<file path="src/rtl/logic_unit_pipe_pkg.sv">
// Shared op encoding and default widths for the registered logic unit.
package logic_unit_pkg;

  typedef enum logic [2:0] {
    OP_AND   = 3'b000,
    OP_OR    = 3'b001,
    OP_XOR   = 3'b010,
    OP_NAND  = 3'b011,
    OP_NOR   = 3'b100,
    OP_XNOR  = 3'b101,
    OP_NOTA  = 3'b110,
    OP_PASSB = 3'b111
  } op_e;

  localparam int DEF_N     = 4;
  localparam int DEF_CNT_W = 8;

endpackage

</file>
<file path="src/rtl/logic_unit_pipe_core.sv">
// Combinational bitwise core: selected op on a/b plus zero, sign and odd-parity flags.
module logic_core
  import logic_unit_pkg::*;
#(
  parameter int N = DEF_N
) (
  input  logic [N-1:0] a,
  input  logic [N-1:0] b,
  input  op_e          op,
  output logic [N-1:0] res,
  output logic         z,
  output logic         n,
  output logic         p
);

  always_comb begin
    res = '0;
    case (op)
      OP_AND:   res = a & b;
      OP_OR:    res = a | b;
      OP_XOR:   res = a ^ b;
      OP_NAND:  res = ~(a & b);
      OP_NOR:   res = ~(a | b);
      OP_XNOR:  res = ~(a ^ b);
      OP_NOTA:  res = ~a;
      OP_PASSB: res = b;
      default:  res = '0;
    endcase
  end

  assign z = (res == '0);
  assign n = res[N-1];
  assign p = ^res;

endmodule

</file>
<file path="src/rtl/logic_unit_pipe.sv">
// One-stage registered logic unit with valid/ready handshake, feedback accumulator
// and wrapping accepted-transaction counter.
module logic_unit_pipe
  import logic_unit_pkg::*;
#(
  parameter int N     = DEF_N,
  parameter int CNT_W = DEF_CNT_W
) (
  input  logic             clk,
  input  logic             rst,
  input  logic             in_valid,
  output logic             in_ready,
  input  logic [N-1:0]     a,
  input  logic [N-1:0]     b,
  input  logic [2:0]       op,
  input  logic             acc_mode,
  input  logic             acc_clr,
  output logic             out_valid,
  input  logic             out_ready,
  output logic [N-1:0]     result,
  output logic             flagZ,
  output logic             flagN,
  output logic             flagP,
  output logic [CNT_W-1:0] txn_count
);

  logic [N-1:0] acc;
  logic [N-1:0] op_a;
  logic [N-1:0] core_res;
  logic         core_z;
  logic         core_n;
  logic         core_p;
  logic         accept;

  assign in_ready = !out_valid | out_ready;
  assign accept   = in_valid & in_ready;
  assign op_a     = acc_mode ? acc : a;

  logic_core #(.N(N)) u_core (
    .a   (op_a),
    .b   (b),
    .op  (op_e'(op)),
    .res (core_res),
    .z   (core_z),
    .n   (core_n),
    .p   (core_p)
  );

  // Result and flags load together so the flags always describe the held result.
  always_ff @(posedge clk or posedge rst) begin
    if (rst) begin
      out_valid <= 1'b0;
      result    <= '0;
      flagZ     <= 1'b1;
      flagN     <= 1'b0;
      flagP     <= 1'b0;
      txn_count <= '0;
    end else begin
      if (accept) begin
        out_valid <= 1'b1;
        result    <= core_res;
        flagZ     <= core_z;
        flagN     <= core_n;
        flagP     <= core_p;
        txn_count <= txn_count + CNT_W'(1);
      end else if (out_ready) begin
        out_valid <= 1'b0;
      end
    end
  end

  // Clear wins over update; an op accepted alongside a clear still saw the old acc.
  always_ff @(posedge clk or posedge rst) begin
    if (rst) begin
      acc <= '0;
    end else if (acc_clr) begin
      acc <= '0;
    end else if (accept) begin
      acc <= core_res;
    end
  end

endmodule
</file>
<file path="config.mk">
export PLATFORM = sky130hd
export DESIGN_NAME = logic_unit_pipe
export DESIGN_NICKNAME = d
export VERILOG_FILES = /design/src/rtl/logic_unit_pipe_pkg.sv /design/src/rtl/logic_unit_pipe_core.sv /design/src/rtl/logic_unit_pipe.sv
export SDC_FILE = /design/constraint.sdc
export NUM_CORES = 1
export LEC_CHECK = 0
export ABC_AREA = 1
export CORE_ASPECT_RATIO = 1.5
export CORE_UTILIZATION = 46
export DETAILED_ROUTE_END_ITERATION = 16
export MAX_ROUTING_LAYER = met4
export PLACE_DENSITY_LB_ADDON = 0.25
export SLEW_MARGIN = 5
export SYNTH_ARGS = -nofsm -noshare
export SYNTH_HDL_FRONTEND = slang
export SYNTH_SLANG_ARGS = --single-unit
</file>
<file path="constraint.sdc">
create_clock -name clk -period 2.6 [get_ports clk]
set_input_delay 0.39 -clock clk [delete_from_list [all_inputs] [get_ports clk]]
set_output_delay 0.39 -clock clk [all_outputs]
set_load 0.1 [all_outputs]
</file>
### Word-level counts from Yosys, hierarchy flattened

Cells that the tools add are included.

* bits in latches: 0
* memory bits (read-only): 0
* memories: 0
* bits of input ports: 17
* output and inout port bits: 17
* flip-flop bits (word level): 20
* bits in writable memories: 0

* reduce and logical (&&, ||, !) cells: 6
* divide/modulo/power cells: 0
* multiplexer cells: 6
* add/subtract/negate cells: 1
* bitwise operators: 9
* equality and inequality tests: 7
* order comparisons: 0
* multiply operators: 0
* shifts and indexed selects: 0

Operators with widths (number)
* 4-bit one-hot mux with 8 select lines: 1
* 4-bit inverter: 4
* 3-bit == test (second input constant): 4
* 4-bit 2-to-1 mux: 3
* 8-bit by 1-bit adder with 8-bit output (second input constant): 1
* 3-bit by 2-bit == test with 1-bit output (second input constant): 2
* 4-bit AND: 1
* 4-bit zero test: 1
* 4-bit OR: 1
* 2-bit nonzero test: 2
* 4-bit XOR reduction: 1
* 4-bit XOR: 1
* 3-bit by 1-bit == test with 1-bit output (second input constant): 1
* 3-bit zero test: 1
* 1-bit 2-to-1 mux: 2
* 1-bit AND: 1
* 1-bit zero test: 1
* 1-bit OR: 1

### Depth between registers and ports, before layout

* depth in word-level cells: 6
* gate-level depth with buffers: 14

### Hierarchy

Synthesis repeated with hierarchy kept, for this count alone.

* cells, all modules: 211
* area, all modules: 1511.4 um^2

Modules (own cells, without submodules)
* logic_unit_pipe: area an instance 914.6 um^2, cells an instance 102, instances 1
* logic_core: area an instance 596.8 um^2, cells an instance 109, instances 1

### Least setup slack after synthesis

No wires, ideal clock.

* kind: register -> register
* start: register out_valid
* end: register txn_count[6]
* path buffers: 0
* required time: 2.438 ns
* slack: 0.359 ns
* data arrival time: 2.079 ns
* stages on the path, launching flop included: 7
* cells stage by stage: dfrtp_1 nand2_2 nand2_4 nor2_4 nand3_1 nor2_1 xor2_1

* word-level cells in the longest chain between the ends: 3

Ends and longest elaborated chain
* from (decl): RTL line logic_unit_pipe.sv:18 `output logic out_valid,`
* from (signal assigned): RTL line logic_unit_pipe.sv:52 `out_valid <= 1'b0;`
* from (signal assigned): RTL line logic_unit_pipe.sv:60 `out_valid <= 1'b1;`
* from (signal assigned): RTL line logic_unit_pipe.sv:67 `out_valid <= 1'b0;`
* 1-bit zero test: RTL line logic_unit_pipe.sv:35 `assign in_ready = !out_valid | out_ready;`
* 1-bit OR: RTL line logic_unit_pipe.sv:35
* via in_ready: RTL line logic_unit_pipe.sv:12 `output logic in_ready,`
* 1-bit AND: RTL line logic_unit_pipe.sv:36 `assign accept = in_valid & in_ready;`
* to (signal assigned): RTL line logic_unit_pipe.sv:65 `txn_count <= txn_count + CNT_W'(1);`
* to (decl): RTL line logic_unit_pipe.sv:24 `output logic [CNT_W-1:0] txn_count`

The timed path passes the listed nets, and every way through them passes these cells.
A chain may end at the register's enable or synchronous reset.

### Worst setup path after layout

* start: input port acc_mode
* end: register flagP

* word-level cells in the longest chain between the ends: 5

Ends and longest elaborated chain
* from (decl): RTL line logic_unit_pipe.sv:16 `input logic acc_mode,`
* 4-bit 2-to-1 mux *: RTL line logic_unit_pipe.sv:37 `assign op_a = acc_mode ? acc : a;`
* 4-bit XOR, or another cell as far along: RTL line logic_unit_pipe_core.sv:21, logic_unit_pipe_core.sv:24
* 4-bit inverter (on tied branches): RTL line logic_unit_pipe_core.sv:24, logic_unit_pipe_core.sv:22, logic_unit_pipe_core.sv:23
* 4-bit one-hot mux with 8 select lines *: RTL line logic_unit_pipe_core.sv:18 `case (op)`
* 4-bit XOR reduction *: RTL line logic_unit_pipe_core.sv:33 `assign p = ^res;`
* to (signal assigned): RTL line logic_unit_pipe.sv:64 `flagP <= core_p;`
* to (decl): RTL line logic_unit_pipe.sv:23 `output logic flagP,`

Every way passes the cells marked *; elsewhere a longest branch is shown, timed or not.

==> flow_metrics.py <==
metrics = {
    "worst_hold_path": {
        "hold-path-endpoint": "txn_count[7]",
        "hold_class": "register to register",
        "hold_path_depth": 1,
        "hp-start": "txn_count[7]",
    },
    "cts": {
        "numCtsBuffers": 3,
        "cts_hold_buf": 0,
        "clkSlewWorstSetupHoldPaths_ns": 0.07,
        "cts_tree": "built",
        "clockBufferDepth": 2,
        "cts_sinks": 19,
        "clockRootBuffer": "clkbuf_8",
        "cts_resized": 0,
        "post-cts-setup-buffers": 0,
        "clkLatencyLatePin_ns": 0.25,
        "htreeDepth": 1,
    },
    "routing": {
        "wl_per_cell_um": 10.9,
        "drtPass1Iterations": 4,
        "remaining_drc_errors": 0,
        "totalWireLength_um": 3000,
        "viasPerCell": 4.85,
        "drtIter0Drc": 46,
        "dr_total_vias": 1335,
        "ant_nets": 0,
    },
    "setup_path": {
        "startpoint_type": "input pin",
        "r2r_setup_slack_ns": 0.66,
        "critPathKind": "input pin to register",
        "reg2reg_depth": 13,
        "reg2reg_to": "flagP",
        "crit_path_cell_trace": "clkdlybuf4s50_1 -> inv_1 -> nand2_1 -> nand2_1 -> inv_1 -> ha_1 -> inv_1 -> nand4_1 -> nand2_1 -> nor2_2 -> nand3_2 -> inv_1 -> ha_1 -> xnor2_1 -> o21ai_0",
        "timing.rr.start": "acc[3]",
        "crit_required_ns": 2.73,
        "max_stage_delay_ns": 0.47,
        "critPathMostFrequentCell": "inv_1",
        "critPathArrivalTime_ns": 2.45,
        "slowest_stage": "clkdlybuf4s50_1",
        "cp-end-kind": "register",
        "critPathMaxFanout": 5,
    },
    "yosys": {
        "synthesis.area_um2": 1460,
        "synth_fp_nets": 227,
        "synth_seq_cells": 19,
        "async_flop_share_pct": 100,
        "synth_edf_count": 0,
        "yosysSeqAreaShare_pct": 32.8,
        "syn_inst": 199,
        "netlist.top_cell.by_area": "dfrtp_1",
        "synthTopCellsByCount": "62 x nand2_1, 32 x inv_1, 18 x dfrtp_1",
        "yosys_warnings": 0,
        "avgSynthCellArea_um2": 7.31,
        "ys.flop_type": "dfrtp_1",
        "synth.distinct_cells": 21,
        "yosysMostFrequentCell": "nand2_1",
        "synth_top_area_share_pct": 31.0,
        "synth_area_leaders": "dfrtp_1 31%, nand2_1 16%, ha_1 9.5%",
    },
    "timing": {
        "maxSlewHeadroom_pct": 54.5,
        "grt_setup_unrepaired": "false",
        "layout_min_cycle_time_ns": 2.32,
        "fmax_mhz": 431,
        "hold_viol_final": 0,
        "finalMaxSlewViolations": 0,
        "skew_ns": 0.00335,
        "tightest_slew_ns": 0.682,
        "whs_ns": 0.470,
        "finalCritPeriodShare_pct": 89.3,
        "finalSetupViolations": 0,
        "tns_ns": 0,
    },
    "die": {
        "die_w_um": 47.9,
        "die_area_um2": 3400,
        "row_count": 24,
        "start_util_pct": 48.9,
        "die_y_um": 70.9,
        "fp.coreArea_um2": 2970,
        "io_pins": 34,
    },
    "flow_run": {
        "cap_violations": 0,
    },
    "pwr": {
        "switching_share_pct": 56.3,
        "power_leakage_nw": 1.01,
        "pwr-share-clk_pct": 12.3,
        "totalPowerFinal_mw": 1.62,
        "ir_worst_vdd_v": 0.00120,
        "sequentialPowerShare_pct": 27.6,
        "powerDensity_nw_per_um2": 888,
        "p_int_mw": 0.708,
        "p_switching_mw": 0.912,
        "power_frac_comb_pct": 60.1,
    },
    "placement": {
        "place_area_um2": 1780,
        "dp_cells": 271,
        "port_buffers": 33,
        "place.gp.congestion": 0.909,
        "dpl.hpwl_um": 2420,
    },
    "finish": {
        "finalNonFillerCells": 275,
        "fillers": 271,
        "finalNetCount": 265,
        "antenna_cells": 0,
        "final_area_um2": 1820,
        "area_growth_pct": 25.4,
        "drive_above_1_share_pct": 19.9,
    },
    "global_route": {
        "grt_pass1_vias": 1234,
        "grt_usage_pct": 20.7,
        "grt_pass1_wl_um": 5020,
        "grt_overflow_total": 0,
        "antenna_found_initial": 0,
        "grt_max_degree": 20,
    },
    "outcome": {
        "status": "complete, no violations",
    },
}
power groups by stage:
stage	Sequential, mW	Clock [mW]	Combinational [mW]
3_5_place_dp	0.450	0	0.978
6_report	0.448	0.199	0.973
2_1_floorplan	0.966	0	0.251
3_3_place_gp	0.452	0	0.973
5_1_grt	0.458	0.214	1.02
4_1_cts	0.447	0.205	0.980
layout by cell type (no fill, tap or decap), drive strengths merged:
cell	n
clkbuf	4
inv	35
nand4	16
clkdlybuf4s50	16
nand3	16
nor3	2
dfrtp	18
o21ai	2
xnor2	5
dfstp	1
xor2	2
buf	24
ha	11
nand2	64
nor2	20
worst max-delay path by stage:
| stage | from | to | slack (ns) |
|---|---|---|---|
| global placement | acc_mode | flagP | 0.05 |
| floorplan | out_valid | txn_count[6] | 0.36 |
| global route | acc_mode | flagP | 0.04 |
| detailed placement | acc_mode | flagP | -0.004 |
| finish | acc_mode | flagP | 0.28 |
| CTS | acc_mode | flagP | 0.27 |
per-stage QoR:
step	worst slack, ns	util (%)
floorplan	0.359	-
global placement	0.0456	59.8
detailed placement	-0.00351	59.8
CTS	0.266	61.4
global route	0.0431	61.4
finish	0.279	61.4
worst max-delay path: cells and delay by family:
kind,cells,cell delay (ns)
fa+ha+maj,2,0.51
compound gates,1,0.08
simple gates,6,0.54
xor+xnor,1,0.15
buf+inv,5,0.77
logic make-up after synthesis:
kind of cell / share of synthesized area [%]
XOR/XNOR: 4.21
buffers and inverters: 13.5
AND/OR/NAND/NOR: 39.4
AO/OA/AOI/OAI: 0.688
adder cells (fa/ha/maj): 9.46
flip-flops: 32.8
area by class of cell:
cell class	count	area [um2]	area share, %
Tap cell	39	48.8	2.67
Inverter	35	131	7.20
Clock buffer	4	45.0	2.47
Timing Repair Buffer	40	340	18.7
Sequential cell	19	477	26.1
Multi-Input combinational cell	138	782	42.9
state kept, by name (all words and copies together), names as in the netlist:
register	flops
acc	4
flagP	1
out_valid	1
result	4
txn_count	8
flagZ	1
routing by layer:
layer  global-route usage, %  up-vias  wire length (um)
met5                       -        -                 0
met4                    11.7        0               126
met3                    2.04       10                85
met2                    33.3       35              1510
met1                    23.8      598              1280
li1                        -      692                 -
(Power assumes the default switching activity.)
